### src/rtl/memory_stage.sv
// Pipeline memory stage: S1 register, data-memory handshake FSM and writeback register.
// Optional access timeout and sticky mem_err when MEM_TIMEOUT_EN is defined.
module memory_stage (
  input  logic        clk,
  input  logic        rst_n,
  input  logic [31:0] alu_result,
  input  logic [31:0] st_data,
  input  logic [3:0]  rd_in,
  input  logic        valid_in,
  input  logic        mem_read,
  input  logic        mem_write,
  input  logic        reg_write,
  input  logic        flush,
  output logic        dmem_req,
  output logic        dmem_we,
  output logic [31:0] dmem_addr,
  output logic [31:0] dmem_wdata,
  input  logic [31:0] dmem_rdata,
  input  logic        dmem_ack,
  output logic [31:0] mem_result,
  output logic [31:0] wb_data,
  output logic [3:0]  wb_rd,
  output logic        wb_reg_write,
  output logic        wb_valid,
  output logic        stall,
  output logic        mem_err
);

  typedef enum logic {ST_IDLE, ST_WAIT} state_t;

  state_t      state_q, state_d;
  logic        s1_valid_q, s1_valid_d;
  logic [31:0] s1_alu_q, s1_alu_d;
  logic [31:0] s1_st_q, s1_st_d;
  logic [3:0]  s1_rd_q, s1_rd_d;
  logic        s1_mem_read_q, s1_mem_read_d;
  logic        s1_mem_write_q, s1_mem_write_d;
  logic        s1_reg_write_q, s1_reg_write_d;
  logic [31:0] wb_data_q, wb_data_d;
  logic [3:0]  wb_rd_q, wb_rd_d;
  logic        wb_reg_write_q, wb_reg_write_d;
  logic        wb_valid_q, wb_valid_d;
  logic        in_wait;
  logic        abort;
  logic        load;

`ifdef MEM_TIMEOUT_EN
  logic [3:0]  wait_cnt_q, wait_cnt_d;
  logic        mem_err_q, mem_err_d;

  // Abort on the 15th consecutive WAIT cycle without ack (counter would reach 15).
  assign abort   = in_wait && !dmem_ack && (wait_cnt_q == 4'd14);
  assign mem_err = mem_err_q;
`else
  assign abort   = 1'b0;
  assign mem_err = 1'b0;
`endif

  assign in_wait    = (state_q == ST_WAIT);
  assign stall      = in_wait && !dmem_ack && !abort;
  assign load       = !stall;

  assign dmem_req   = in_wait;
  assign dmem_we    = in_wait && s1_mem_write_q;
  assign dmem_addr  = s1_alu_q;
  assign dmem_wdata = s1_st_q;

  assign mem_result   = s1_alu_q;
  assign wb_data      = wb_data_q;
  assign wb_rd        = wb_rd_q;
  assign wb_reg_write = wb_reg_write_q;
  assign wb_valid     = wb_valid_q;

  always_comb begin
    state_d        = state_q;
    s1_valid_d     = s1_valid_q;
    s1_alu_d       = s1_alu_q;
    s1_st_d        = s1_st_q;
    s1_rd_d        = s1_rd_q;
    s1_mem_read_d  = s1_mem_read_q;
    s1_mem_write_d = s1_mem_write_q;
    s1_reg_write_d = s1_reg_write_q;
    wb_data_d      = wb_data_q;
    wb_rd_d        = wb_rd_q;
    wb_reg_write_d = 1'b0;
    wb_valid_d     = 1'b0;

    if (load) begin
      s1_valid_d     = valid_in && !flush;
      s1_alu_d       = alu_result;
      s1_st_d        = st_data;
      s1_rd_d        = rd_in;
      s1_mem_read_d  = mem_read;
      s1_mem_write_d = mem_write;
      s1_reg_write_d = reg_write;
      state_d        = (s1_valid_d && (mem_read || mem_write)) ? ST_WAIT : ST_IDLE;

      // A flush landing on the ack cycle still kills the completing access's writeback.
      wb_valid_d     = s1_valid_q && !abort && !(in_wait && flush);
      wb_reg_write_d = wb_valid_d && s1_reg_write_q;
      wb_rd_d        = s1_rd_q;
      wb_data_d      = s1_mem_read_q ? dmem_rdata : s1_alu_q;
    end else if (flush) begin
      // Access keeps running so a store still commits; only writeback is lost.
      s1_valid_d = 1'b0;
    end
  end

`ifdef MEM_TIMEOUT_EN
  always_comb begin
    wait_cnt_d = wait_cnt_q;
    mem_err_d  = mem_err_q || abort;
    if (load && (state_d == ST_WAIT)) begin
      wait_cnt_d = 4'd0;
    end else if (in_wait && !dmem_ack) begin
      wait_cnt_d = wait_cnt_q + 4'd1;
    end
  end
`endif

  always_ff @(posedge clk) begin
    if (!rst_n) begin
      state_q        <= ST_IDLE;
      s1_valid_q     <= 1'b0;
      s1_alu_q       <= 32'd0;
      s1_st_q        <= 32'd0;
      s1_rd_q        <= 4'd0;
      s1_mem_read_q  <= 1'b0;
      s1_mem_write_q <= 1'b0;
      s1_reg_write_q <= 1'b0;
      wb_data_q      <= 32'd0;
      wb_rd_q        <= 4'd0;
      wb_reg_write_q <= 1'b0;
      wb_valid_q     <= 1'b0;
`ifdef MEM_TIMEOUT_EN
      wait_cnt_q     <= 4'd0;
      mem_err_q      <= 1'b0;
`endif
    end else begin
      state_q        <= state_d;
      s1_valid_q     <= s1_valid_d;
      s1_alu_q       <= s1_alu_d;
      s1_st_q        <= s1_st_d;
      s1_rd_q        <= s1_rd_d;
      s1_mem_read_q  <= s1_mem_read_d;
      s1_mem_write_q <= s1_mem_write_d;
      s1_reg_write_q <= s1_reg_write_d;
      wb_data_q      <= wb_data_d;
      wb_rd_q        <= wb_rd_d;
      wb_reg_write_q <= wb_reg_write_d;
      wb_valid_q     <= wb_valid_d;
`ifdef MEM_TIMEOUT_EN
      wait_cnt_q     <= wait_cnt_d;
      mem_err_q      <= mem_err_d;
`endif
    end
  end

endmodule

### config.mk
export PLATFORM = sky130hd
export DESIGN_NAME = memory_stage
export DESIGN_NICKNAME = d
export VERILOG_FILES = /design/src/rtl/memory_stage.sv
export SDC_FILE = /design/constraint.sdc
export NUM_CORES = 1
export LEC_CHECK = 0
export ABC_AREA = 1
export CORE_MARGIN = 10
export CORE_UTILIZATION = 50
export CTS_CLUSTER_SIZE = 40
export DETAILED_ROUTE_END_ITERATION = 6
export DONT_BUFFER_PORTS = 1
export GPL_ROUTABILITY_DRIVEN = 0
export SETUP_SLACK_MARGIN = 0.02
export SYNTH_ARGS = -nofsm -noshare
export SYNTH_HDL_FRONTEND = slang
export SYNTH_SLANG_ARGS = --single-unit
### constraint.sdc
create_clock -name clk -period 1.3 [get_ports clk]
set_input_delay 0.195 -clock clk [delete_from_list [all_inputs] [get_ports clk]]
set_output_delay 0.195 -clock clk [all_outputs]
set_load 0.01 [all_outputs]
==> flow_summary.ini <==
[sta]
hold_slack_ns = -0.04755
rsz0062_at_grt = true
skew_ns = 0.01667
slew_viol_final = 0
final_hold_viol_count = 77
timing.setup.tns_ns = 0
max_freq_mhz = 813.3
finalSetupViolations = 0
fin_crit_sh_pct = 94.58
fin_ws_ns = 0.07051
fin_crit_ns = 1.229

[clocking]
htreeDepth = 3
numClockSinks = 111
clk_pin_slew_ns = 0.11
clk_latency_ns = 0.36
clockBufferDepth = 2
root_buffer = clkbuf_8
cts_buffers = 9
cts_tree = done

[worst_setup_path]
reg2reg_to = wb_data[14]$_SDFFE_PN0P_
r2r_slack_ns = 0.07
cp_data_required_time_ns = 1.55
cp-end-kind = register
reg2reg_from = dmem_req$_SDFFE_PN0P_
crit_type = register to register
cp.arrival_ns = 1.48
worstRegToRegCells = 6
start_kind = register
cp_max_fo = 8

[route]
via_count = 4172
drtIter0Drc = 310
vias_per_cell = 5.261
drc = 0
wl_per_cell_um = 18.24
wl_um = 14470
drtPass1Iterations = 4
final_antenna_net_count = 0

[yosys]
synth_area_um2 = 4713
yosys.area.top_type = dfxtp_1
synth_top_cells_by_area = dfxtp_1 (47%), nor2_1 (17%), nand2_1 (11%)
ys.warnings.count = 0
synth_edf_count = 0
synth_fp_nets = 773
synth_seq_cells = 111
ys_types = 17
synth_seq_area_share_pct = 47.15
netlist_instances = 665
yosysTopAreaCellShare_pct = 47.15
syn_area_per_cell_um2 = 7.088
synthFlopType = dfxtp_1
async_flop_share_pct = 0

[hold_path]
hold_path_startpoint = rst_n
hold_class = input port to register
holdPathStages = 2
whs_endpoint = wb_data[29]$_SDFFE_PN0P_

[job]
maxCapViolCount = 0

[global_routing]
grt_start_max_net_pins = 111
grt_pass1_wl_um = 21710
antenna_found_initial = 0
grt_pass1_vias = 4038
overflow = 0
grtUsageTotal_pct = 20.04

[final_layout]
area.growth.synth_to_final_pct = 16.54
final_common_cell = nor2_1
diodes = 0
fillers = 849
drive_gt1_share_pct = 6.305
nNetsFinal = 786
final_cell_mix = nor2_1 (218), nand2_1 (137), dfxtp_1 (110)
stdcell_area_um2 = 5493

[place]
io_buffers = 0
dp_worst_setup_slack_ns = 0.2110
dpl_cell_area_um2 = 4583
hpwl_um = 9381

[die]
row_count = 35
fp.dieH_um = 117.1
core-area_um2 = 9196
die_area_um2 = 13710
ios = 246
start_util_pct = 51.25
die_w_um = 117.1

[outcome]
status = finished with violations
violations = hold timing

[power]
p_leak_nw = 2.443
max-vdd-ir-drop_mv = 0.6785
power.density_nw_per_um2 = 1256
-- power by group --
| part | internal (mW) | switching (mW) | leakage (nW) |
|---|---|---|---|
| registers | 3.63 | 0.335 | 0.922 |
| clock network | 0.960 | 1.15 | 0.104 |
| logic | 0.410 | 0.413 | 1.42 |
| total | 5.00 | 1.90 | 2.44 |
-- area by class of cell --
type	instances	area, µm²	share of cell area [%]
clock buffer	10	137.6	2.506
clock inverter	5	65.06	1.185
inverter	9	41.29	0.7517
multi-input combinational	467	1978	36.01
sequential	111	2226	40.52
tap	111	138.9	2.528
timing repair buffer	80	905.9	16.49
-- timing repair --
action,4_1_cts,5_1_grt
endpoints found under the hold margin,111,94
pin swaps,0,2
gates cloned,4,0
hold buffers,47,10
setup buffers,4,0
endpoints found under the setup margin,2,5
resized for setup,4,1
-- stage by stage --
stage,hold slack [ns],cells,power [mW],util (%)
6_report,-0.04755,793,6.902,59.73
5_1_grt,-0.07142,793,7.259,59.73
4_1_cts,-0.07318,784,6.975,58.99
3_5_place_dp,0.3295,714,4.690,49.84
3_3_place_gp,0.3317,714,4.668,49.84
2_1_floorplan,0.3299,665,4.587,-
-- worst max-delay path: stages, from the launching register on --
cell and delay, ns:
dfxtp_4 0.37, nand2_4 0.13, inv_8 0.04, buf_4 0.15, bufbuf_16 0.27, nor2_1 0.12
nor2_1 0.06
-- state kept, by name, summed over array words and instances (netlist names) --
signal	cells
wb_rd	4
s1_mem_read_q	1
wb_reg_write	1
s1_valid_q	1
s1_rd_q	4
dmem_addr	32
s1_reg_write_q	1
s1_mem_write_q	1
dmem_wdata	32
dmem_req	1
wb_valid	1
wb_data	32
-- cells by family after synthesis --
family                 Yosys count  share of synthesized area (%)
other                            1                        0.07956
and+or+nand+nor                389                          33.71
DFF                            111                          47.15
buffers and inverters           87                          10.88
AOI/OAI and AO/OA               77                          8.176
-- worst max path at each step --
stage                                startpoint                          to  slack, ns  cells after the start
final                     dmem_req$_SDFFE_PN0P_    wb_data[14]$_SDFFE_PN0P_       0.07                      6
after global routing      dmem_req$_SDFFE_PN0P_    wb_data[15]$_SDFFE_PN0P_       0.02                      6
after CTS                 dmem_req$_SDFFE_PN0P_                     dmem_we       0.03                      3
after detailed placement  dmem_req$_SDFFE_PN0P_  dmem_addr[14]$_SDFFE_PN0P_       0.21                      5
after global placement    dmem_req$_SDFFE_PN0P_  dmem_addr[13]$_SDFFE_PN0P_       0.25                      5
after floorplan           dmem_req$_SDFFE_PN0P_  dmem_addr[10]$_SDFFE_PN0P_       0.16                      6
-- layer usage --
metal | up-vias | routed length [µm] | global-route usage, %
met5 | - | 0 | 0
met4 | 0 | 162 | 6.178
met3 | 13 | 1762 | 9.174
met2 | 190 | 7194 | 34.16
met1 | 1909 | 5348 | 21.76
li1 | 2060 | - | -
-- synth_stat cells, types with 2 or more instances --
library cell and number:
nor2_1 218, buf_1 4, buf_6 5, dfxtp_1 111, buf_2 15, nand2_1 137, buf_4 34, nand3b_1 32
a21oi_1 2, inv_1 7, clkbuf_1 20, o21ai_0 75
(Power assumes the default switching activity.)
